--- config.mk ---
export PLATFORM = sky130hd
export DESIGN_NAME = sb_fpga_rx_reader_flat
export DESIGN_NICKNAME = d
export VERILOG_FILES = /design/src/rtl/sb_fpga_rx_reader_if.sv /design/src/rtl/sb_fpga_rx_reader.sv /design/src/flat_wrapper.sv
export SDC_FILE = /design/constraint.sdc
export NUM_CORES = 1
export LEC_CHECK = 0
export BUFFER_PORTS_ARGS = -buffer_cell sky130_fd_sc_hd__buf_4
export CORE_AREA = 2 2 721 723
export DETAILED_ROUTE_END_ITERATION = 12
export DIE_AREA = 0 0 723 725
export GPL_ROUTABILITY_DRIVEN = 0
export PLACE_DENSITY_LB_ADDON = 0.08
export SLEW_MARGIN = 20
export SYNTH_ARGS = -nofsm -noshare
export SYNTH_HDL_FRONTEND = slang
export SYNTH_SLANG_ARGS = --single-unit
export TNS_END_PERCENT = 10
--- constraint.sdc ---
create_clock -name clk -period 4.4 [get_ports clk]
set_clock_uncertainty 0.15 [all_clocks]
set_input_delay 0.22 -clock clk [delete_from_list [all_inputs] [get_ports clk]]
set_output_delay 0.22 -clock clk [all_outputs]
set_load 0.05 [all_outputs]
--- src/rtl/sb_fpga_rx_reader_if.sv ---
// AXI4 manager bundle (512b data, 64b address) between one RX queue reader and its crossbar slot.
interface sb_fpga_rx_reader_if #(parameter int ID_WIDTH = 16);
  logic [ID_WIDTH-1:0] awid;
  logic [63:0]         awaddr;
  logic [7:0]          awlen;
  logic [2:0]          awsize;
  logic [1:0]          awburst;
  logic                awvalid;
  logic                awready;
  logic [511:0]        wdata;
  logic [63:0]         wstrb;
  logic                wlast;
  logic                wvalid;
  logic                wready;
  logic [ID_WIDTH-1:0] bid;
  logic [1:0]          bresp;
  logic                bvalid;
  logic                bready;
  logic [ID_WIDTH-1:0] arid;
  logic [63:0]         araddr;
  logic [7:0]          arlen;
  logic [2:0]          arsize;
  logic [1:0]          arburst;
  logic                arvalid;
  logic                arready;
  logic [ID_WIDTH-1:0] rid;
  logic [511:0]        rdata;
  logic [1:0]          rresp;
  logic                rlast;
  logic                rvalid;
  logic                rready;

  modport master (
    output awid, awaddr, awlen, awsize, awburst, awvalid, input awready,
    output wdata, wstrb, wlast, wvalid, input wready,
    input bid, bresp, bvalid, output bready,
    output arid, araddr, arlen, arsize, arburst, arvalid, input arready,
    input rid, rdata, rresp, rlast, rvalid, output rready
  );

  modport slave (
    input awid, awaddr, awlen, awsize, awburst, awvalid, output awready,
    input wdata, wstrb, wlast, wvalid, output wready,
    output bid, bresp, bvalid, input bready,
    input arid, araddr, arlen, arsize, arburst, arvalid, output arready,
    output rid, rdata, rresp, rlast, rvalid, input rready
  );
endinterface

--- src/rtl/sb_fpga_rx_reader.sv ---
// Switchboard RX queue consumer: polls the host ring head, fetches 64B slots, streams them out,
// writes the tail back. One AXI transaction in flight at most; stream output holds until ready.
module sb_fpga_rx_reader #(
  parameter int ID_WIDTH   = 16,
  parameter int DW         = 416,
  parameter int POLL_DELAY = 16
) (
  input  logic              clk,
  input  logic              reset,
  input  logic              en,
  input  logic [63:0]       cfg_base_addr,
  input  logic [31:0]       cfg_capacity,
  output logic              status_idle,
  output logic [DW-1:0]     data,
  output logic [31:0]       dest,
  output logic              last,
  output logic              valid,
  input  logic              ready,
  sb_fpga_rx_reader_if.master m_axi
);
  localparam logic [3:0] S_IDLE    = 4'd0;
  localparam logic [3:0] S_HEAD_AR = 4'd1;
  localparam logic [3:0] S_HEAD_R  = 4'd2;
  localparam logic [3:0] S_WAIT    = 4'd3;
  localparam logic [3:0] S_PKT_AR  = 4'd4;
  localparam logic [3:0] S_PKT_R   = 4'd5;
  localparam logic [3:0] S_OUT     = 4'd6;
  localparam logic [3:0] S_TAIL_W  = 4'd7;
  localparam logic [3:0] S_B       = 4'd8;

  localparam int CW = $clog2(POLL_DELAY + 1);
  localparam logic [CW-1:0] WAIT_LAST = CW'(POLL_DELAY - 1);

  logic [3:0]    state;
  logic [31:0]   tail;
  logic [31:0]   head_cache;
  logic [CW-1:0] wait_cnt;
  logic          aw_pend;
  logic          w_pend;

  logic        cap_ok;
  logic        pkt_avail;
  logic [31:0] tail_inc;
  logic [31:0] rhead;
  logic        aw_done;
  logic        w_done;

  assign cap_ok    = cfg_capacity >= 32'd2;
  // A cached head outside the ring is never trusted as a fill level.
  assign pkt_avail = (tail != head_cache) && (head_cache < cfg_capacity);
  assign tail_inc  = tail + 32'd1;
  assign rhead     = m_axi.rdata[31:0];
  assign aw_done   = !aw_pend || m_axi.awready;
  assign w_done    = !w_pend || m_axi.wready;

  always_ff @(posedge clk) begin
    if (reset) begin
      state      <= S_IDLE;
      tail       <= '0;
      head_cache <= '0;
      wait_cnt   <= '0;
      aw_pend    <= 1'b0;
      w_pend     <= 1'b0;
      data       <= '0;
      dest       <= '0;
      last       <= 1'b0;
    end else begin
      case (state)
        S_IDLE: begin
          if (en && cap_ok) state <= pkt_avail ? S_PKT_AR : S_HEAD_AR;
        end
        S_HEAD_AR: begin
          if (m_axi.arready) state <= S_HEAD_R;
        end
        S_HEAD_R: begin
          if (m_axi.rvalid) begin
            head_cache <= rhead;
            if (rhead == tail || rhead >= cfg_capacity) begin
              state    <= S_WAIT;
              wait_cnt <= '0;
            end else begin
              state <= S_PKT_AR;
            end
          end
        end
        S_WAIT: begin
          if (wait_cnt == WAIT_LAST) state <= S_IDLE;
          else                       wait_cnt <= wait_cnt + 1'b1;
        end
        S_PKT_AR: begin
          if (m_axi.arready) state <= S_PKT_R;
        end
        S_PKT_R: begin
          if (m_axi.rvalid) begin
            data  <= m_axi.rdata[DW-1:0];
            dest  <= m_axi.rdata[447:416];
            last  <= m_axi.rdata[448];
            state <= S_OUT;
          end
        end
        S_OUT: begin
          if (ready) begin
            tail    <= (tail_inc == cfg_capacity) ? 32'd0 : tail_inc;
            aw_pend <= 1'b1;
            w_pend  <= 1'b1;
            state   <= S_TAIL_W;
          end
        end
        S_TAIL_W: begin
          if (m_axi.awready) aw_pend <= 1'b0;
          if (m_axi.wready)  w_pend  <= 1'b0;
          if (aw_done && w_done) state <= S_B;
        end
        S_B: begin
          if (m_axi.bvalid) state <= S_IDLE;
        end
        default: state <= S_IDLE;
      endcase
    end
  end

  assign valid       = (state == S_OUT);
  assign status_idle = (state == S_IDLE) || (state == S_WAIT);

  assign m_axi.arid    = '0;
  assign m_axi.arlen   = 8'd0;
  assign m_axi.arsize  = 3'd6;
  assign m_axi.arburst = 2'b01;
  assign m_axi.arvalid = (state == S_HEAD_AR) || (state == S_PKT_AR);
  assign m_axi.araddr  = (state == S_PKT_AR) ? cfg_base_addr + 64'd128 + {26'd0, tail, 6'd0}
                                             : cfg_base_addr;
  // Idle states also sink stray R/B beats left over from an aborted sequence.
  assign m_axi.rready  = (state == S_HEAD_R) || (state == S_PKT_R) ||
                         (state == S_IDLE) || (state == S_WAIT);
  assign m_axi.bready  = (state == S_B) || (state == S_IDLE) || (state == S_WAIT);

  assign m_axi.awid    = '0;
  assign m_axi.awlen   = 8'd0;
  assign m_axi.awsize  = 3'd6;
  assign m_axi.awburst = 2'b01;
  assign m_axi.awvalid = aw_pend;
  assign m_axi.awaddr  = cfg_base_addr + 64'd64;
  assign m_axi.wvalid  = w_pend;
  assign m_axi.wdata   = {480'd0, tail};
  assign m_axi.wstrb   = 64'hF;
  assign m_axi.wlast   = 1'b1;
endmodule

--- src/flat_wrapper.sv ---
// flat-port wrapper written by rule: the top's interface ports become plain ports
module sb_fpga_rx_reader_flat 
#(
  parameter int ID_WIDTH   = 16,
  parameter int DW         = 416,
  parameter int POLL_DELAY = 16
)
  (clk, reset, en, cfg_base_addr, cfg_capacity, status_idle, data, dest, last, valid, ready, m_axi_awid, m_axi_awaddr, m_axi_awlen, m_axi_awsize, m_axi_awburst, m_axi_awvalid, m_axi_awready, m_axi_wdata, m_axi_wstrb, m_axi_wlast, m_axi_wvalid, m_axi_wready, m_axi_bid, m_axi_bresp, m_axi_bvalid, m_axi_bready, m_axi_arid, m_axi_araddr, m_axi_arlen, m_axi_arsize, m_axi_arburst, m_axi_arvalid, m_axi_arready, m_axi_rid, m_axi_rdata, m_axi_rresp, m_axi_rlast, m_axi_rvalid, m_axi_rready);
  sb_fpga_rx_reader_if #(.ID_WIDTH(ID_WIDTH)) m_axi_i ();
  input  logic clk;
  input  logic reset;
  input  logic en;
  input  logic [63:0] cfg_base_addr;
  input  logic [31:0] cfg_capacity;
  output logic status_idle;
  output logic [DW-1:0] data;
  output logic [31:0] dest;
  output logic last;
  output logic valid;
  input  logic ready;
  output wire logic [$bits(m_axi_i.awid)-1:0] m_axi_awid;
  output wire logic [$bits(m_axi_i.awaddr)-1:0] m_axi_awaddr;
  output wire logic [$bits(m_axi_i.awlen)-1:0] m_axi_awlen;
  output wire logic [$bits(m_axi_i.awsize)-1:0] m_axi_awsize;
  output wire logic [$bits(m_axi_i.awburst)-1:0] m_axi_awburst;
  output wire logic [$bits(m_axi_i.awvalid)-1:0] m_axi_awvalid;
  input wire logic [$bits(m_axi_i.awready)-1:0] m_axi_awready;
  output wire logic [$bits(m_axi_i.wdata)-1:0] m_axi_wdata;
  output wire logic [$bits(m_axi_i.wstrb)-1:0] m_axi_wstrb;
  output wire logic [$bits(m_axi_i.wlast)-1:0] m_axi_wlast;
  output wire logic [$bits(m_axi_i.wvalid)-1:0] m_axi_wvalid;
  input wire logic [$bits(m_axi_i.wready)-1:0] m_axi_wready;
  input wire logic [$bits(m_axi_i.bid)-1:0] m_axi_bid;
  input wire logic [$bits(m_axi_i.bresp)-1:0] m_axi_bresp;
  input wire logic [$bits(m_axi_i.bvalid)-1:0] m_axi_bvalid;
  output wire logic [$bits(m_axi_i.bready)-1:0] m_axi_bready;
  output wire logic [$bits(m_axi_i.arid)-1:0] m_axi_arid;
  output wire logic [$bits(m_axi_i.araddr)-1:0] m_axi_araddr;
  output wire logic [$bits(m_axi_i.arlen)-1:0] m_axi_arlen;
  output wire logic [$bits(m_axi_i.arsize)-1:0] m_axi_arsize;
  output wire logic [$bits(m_axi_i.arburst)-1:0] m_axi_arburst;
  output wire logic [$bits(m_axi_i.arvalid)-1:0] m_axi_arvalid;
  input wire logic [$bits(m_axi_i.arready)-1:0] m_axi_arready;
  input wire logic [$bits(m_axi_i.rid)-1:0] m_axi_rid;
  input wire logic [$bits(m_axi_i.rdata)-1:0] m_axi_rdata;
  input wire logic [$bits(m_axi_i.rresp)-1:0] m_axi_rresp;
  input wire logic [$bits(m_axi_i.rlast)-1:0] m_axi_rlast;
  input wire logic [$bits(m_axi_i.rvalid)-1:0] m_axi_rvalid;
  output wire logic [$bits(m_axi_i.rready)-1:0] m_axi_rready;
  assign m_axi_awid = m_axi_i.awid;
  assign m_axi_awaddr = m_axi_i.awaddr;
  assign m_axi_awlen = m_axi_i.awlen;
  assign m_axi_awsize = m_axi_i.awsize;
  assign m_axi_awburst = m_axi_i.awburst;
  assign m_axi_awvalid = m_axi_i.awvalid;
  assign m_axi_i.awready = m_axi_awready;
  assign m_axi_wdata = m_axi_i.wdata;
  assign m_axi_wstrb = m_axi_i.wstrb;
  assign m_axi_wlast = m_axi_i.wlast;
  assign m_axi_wvalid = m_axi_i.wvalid;
  assign m_axi_i.wready = m_axi_wready;
  assign m_axi_i.bid = m_axi_bid;
  assign m_axi_i.bresp = m_axi_bresp;
  assign m_axi_i.bvalid = m_axi_bvalid;
  assign m_axi_bready = m_axi_i.bready;
  assign m_axi_arid = m_axi_i.arid;
  assign m_axi_araddr = m_axi_i.araddr;
  assign m_axi_arlen = m_axi_i.arlen;
  assign m_axi_arsize = m_axi_i.arsize;
  assign m_axi_arburst = m_axi_i.arburst;
  assign m_axi_arvalid = m_axi_i.arvalid;
  assign m_axi_i.arready = m_axi_arready;
  assign m_axi_i.rid = m_axi_rid;
  assign m_axi_i.rdata = m_axi_rdata;
  assign m_axi_i.rresp = m_axi_rresp;
  assign m_axi_i.rlast = m_axi_rlast;
  assign m_axi_i.rvalid = m_axi_rvalid;
  assign m_axi_rready = m_axi_i.rready;
  sb_fpga_rx_reader #(.ID_WIDTH(ID_WIDTH), .DW(DW), .POLL_DELAY(POLL_DELAY)) u_core (.clk(clk), .reset(reset), .en(en), .cfg_base_addr(cfg_base_addr), .cfg_capacity(cfg_capacity), .status_idle(status_idle), .data(data), .dest(dest), .last(last), .valid(valid), .ready(ready), .m_axi(m_axi_i));
endmodule
==> out/metrics.yaml <==
cp-end-kind: "output pin"
h-tree-depth: 3
core.rowCount: 264
wirelength_um: 252000
violations: "setup timing"
initial_core_util: 0.0588
worstMarginPinSlew_ps: 1020
slowest_stage: "ha_1"
dr_total_vias: 32600
worst-path-max-fanout: 6
hold_class: "primary input to register"
first_pass_iters: 5
clkSinkCount: 524
die_area_um2: 524000
p_per_area_nw_per_um2: 327
grt_antenna_before_repair: 89
wire_per_inst_um: 19.6
synth_top_family_by_area: "simple AND/OR/NAND/NOR gates"
cp.arrival_ps: 4060
hpwl_um: 207000
max_stage_delay_ps: 360
synth-xor-area-share: 0.0705
fin_crit_sh: 1.01
synth_fa_ha_area_frac: 0.0547
cts_buffers: 92
insertion_delay_ps: 810
drive_gt1_frac: 0.248
synth_ff_type: "dfxtp_1"
drc: 0
maxSlewViolCount: 0
max_clock_freq_mhz: 226
synth_area_leaders: "dfxtp_1, buf_4, nand2_1, a21oi_1, ha_1"
placed_cell_area_um2: 45400
setup_slack_ps: -33.1
required_ps: 4030
layout_common_cells: "buf_4, nand2_1, dlygate4sd3_1, conb_1, a21oi_1"
grt-ovfl-total: 0
core_um2: 516000
synthMuxAreaShare: 0.00210
setup_viol: 6
fin_crit_ps: 4430
ys_ff_latch: 524
regArea_um2: 10500
final_area_um2: 55600
ant_nets: 0
cts_tree: "yes"
path_buf_inv: 4
multi_input_area_um2: 16600
io_buffers: 1151
mostFrequentLayoutCell: "buf_4"
die_w_um: 723
start_kind: "register"
synth.top_cell.area_share: 0.346
crit_top_cell: "buf_4"
synthSimpleGateAreaFrac: 0.204
area_growth_pct: 83.4
synth_cell_types: 75
ir_worst_vdd_mv: 0.259
synth_edf_count: 0
netlist_area_um2: 30300
track_usage: 0.0919
grt_pass1_vias: 33100
fillers: 60300
p_leak_nw: 22.2
holdWs_ps: 44.5
clk_pin_slew_ps: 60
finalPower_mw: 18.2
rsz0062_at_grt: "true"
root_buffer: "clkbuf_16"
yosysSeqAreaShare: 0.346
async_flop_share: 0
yosys.area.top_type: "dfxtp_1"
final_nets: 6617
syn_inst: 4011
synth_compound_area_frac: 0.133
io_pins: 1873
maxCapViolations: 0
path_delay_family: "compound AO/OA/AOI/OAI gates"
grt_max_degree: 157
die_y_um: 725
status: "finished, violations left"
yosysWarningCount: 0
via_per_inst: 2.54
cts_buffer_depth: 4
fin_tns_setup_ps: -123
cp_cell_sequence: "ha_1 > ha_1 > a21o_1 > or3_1 > o211ai_1 > buf_4 > a21oi_4 > o31ai_2 > buf_4 > a21oi_4 > o21ai_4 > buf_8 > nor2_4 > xor2_1 > buf_4"
hold_violations: 0
drtIter0Drc: 1066
slew_headroom: 0.312
synth.avg_cell_area_um2: 7.56
crit_type: "register to output pin"
grt_pass1_wl_um: 326000
final_core_util: 0.108
## synth_stat cells, types with 3 or more instances
master     instances
xnor2_1          103
nand4_4            3
and3_1            19
ha_1             131
nor2b_1            7
a21oi_1          545
o21a_1             6
a21o_1            34
a21boi_0           3
nor3_2             3
nor2_1           124
mux2i_1            3
buf_4            620
and4_1            14
or3_1             14
nand2b_1           7
buf_2             14
nand2_1         1087
o22ai_1            5
xor2_1           141
nand3_1           56
a2111oi_0          3
and2_1             8
nor3_1            24
a31oi_1           16
a211o_1            4
dfxtp_1          524
nor4_1            36
o21ai_0           77
inv_1             60
o211ai_1           9
nand4_1           41
clkbuf_1         199
a211oi_1          12
o31ai_1            4
o21bai_1           4
## repair_timing
item / CTS / global route
endpoints found under the hold margin: 488 / 0
gates resized for setup: 71 / 23
endpoints found under the setup margin: 41 / 38
setup buffers: 0 / 1
hold buffers: 697 / 0
pin swaps: 16 / 11
gates cloned: 1 / 0
## worst min-delay path, stage by stage
cell and delay, ps:
buf_4 130, nand2_1 420, a211oi_1 160
## area by class of cell
class                           count  share of cell area
Inverter                           60             0.00405
Clock buffer                      137              0.0471
Sequential cell                   524               0.189
Timing Repair Buffer             1963               0.301
Antenna cell                       25             0.00112
Clock inverter                     17             0.00355
Multi-Input combinational cell   3190               0.299
Tap cell                         6916               0.156
## worst paths after layout
path / from / end / slack (ps) / cells after the start
worst max-delay path: u_core.tail[8] / m_axi_araddr[43] / -30 / 15
worst min-delay path: ready / u_core.m_axi.awvalid / 40 / 3
worst max register to register: u_core.tail[1] / u_core.tail[15] / 640 / 12
worst min register to register: u_core.dest[20] / u_core.dest[20] / 300 / 2
## where the power goes
part	internal [mW]	total, mW	leakage (nW)	switching [mW]
combinational	1.61	5.75	16.6	4.14
sequential	4.93	5.09	4.23	0.160
clock	4.25	7.32	1.37	3.07
total	10.8	18.2	22.2	7.37
## metal layers
| metal | GRT usage | wire length (um) | share of wire |
|---|---|---|---|
| met5 | 0 | 187 | 0.00074 |
| met4 | 0.0161 | 4990 | 0.020 |
| met3 | 0.0287 | 18100 | 0.072 |
| met2 | 0.178 | 135000 | 0.54 |
| met1 | 0.0972 | 93600 | 0.37 |
## logic make-up (layout without fill, tap and decap cells)
family	after synthesis	in the layout
multiplexers	6	6
adder cells (fa/ha/maj)	132	132
other	2	628
XOR/XNOR	244	244
buffers and inverters	898	2177
AO/OA/AOI/OAI	742	742
flip-flops	524	524
AND/OR/NAND/NOR	1463	1463
## registers in the layout (all words and copies together) (netlist names)
register	count
u_core.m_axi.awvalid	1
u_core.tail	32
u_core.last	1
u_core.data	416
u_core.dest	32
u_core.m_axi.wvalid	1
u_core.state	4
u_core.head_cache	32
u_core.wait_cnt	5
## stage by stage
stage,instances,setup WS (ps)
floorplan,4612,-246
global placement,12000,-56.1
detailed placement,12000,111
CTS,12800,-379
global route,12800,-348
finish,12800,-33.1
Power figures use the tool's default switching activity.
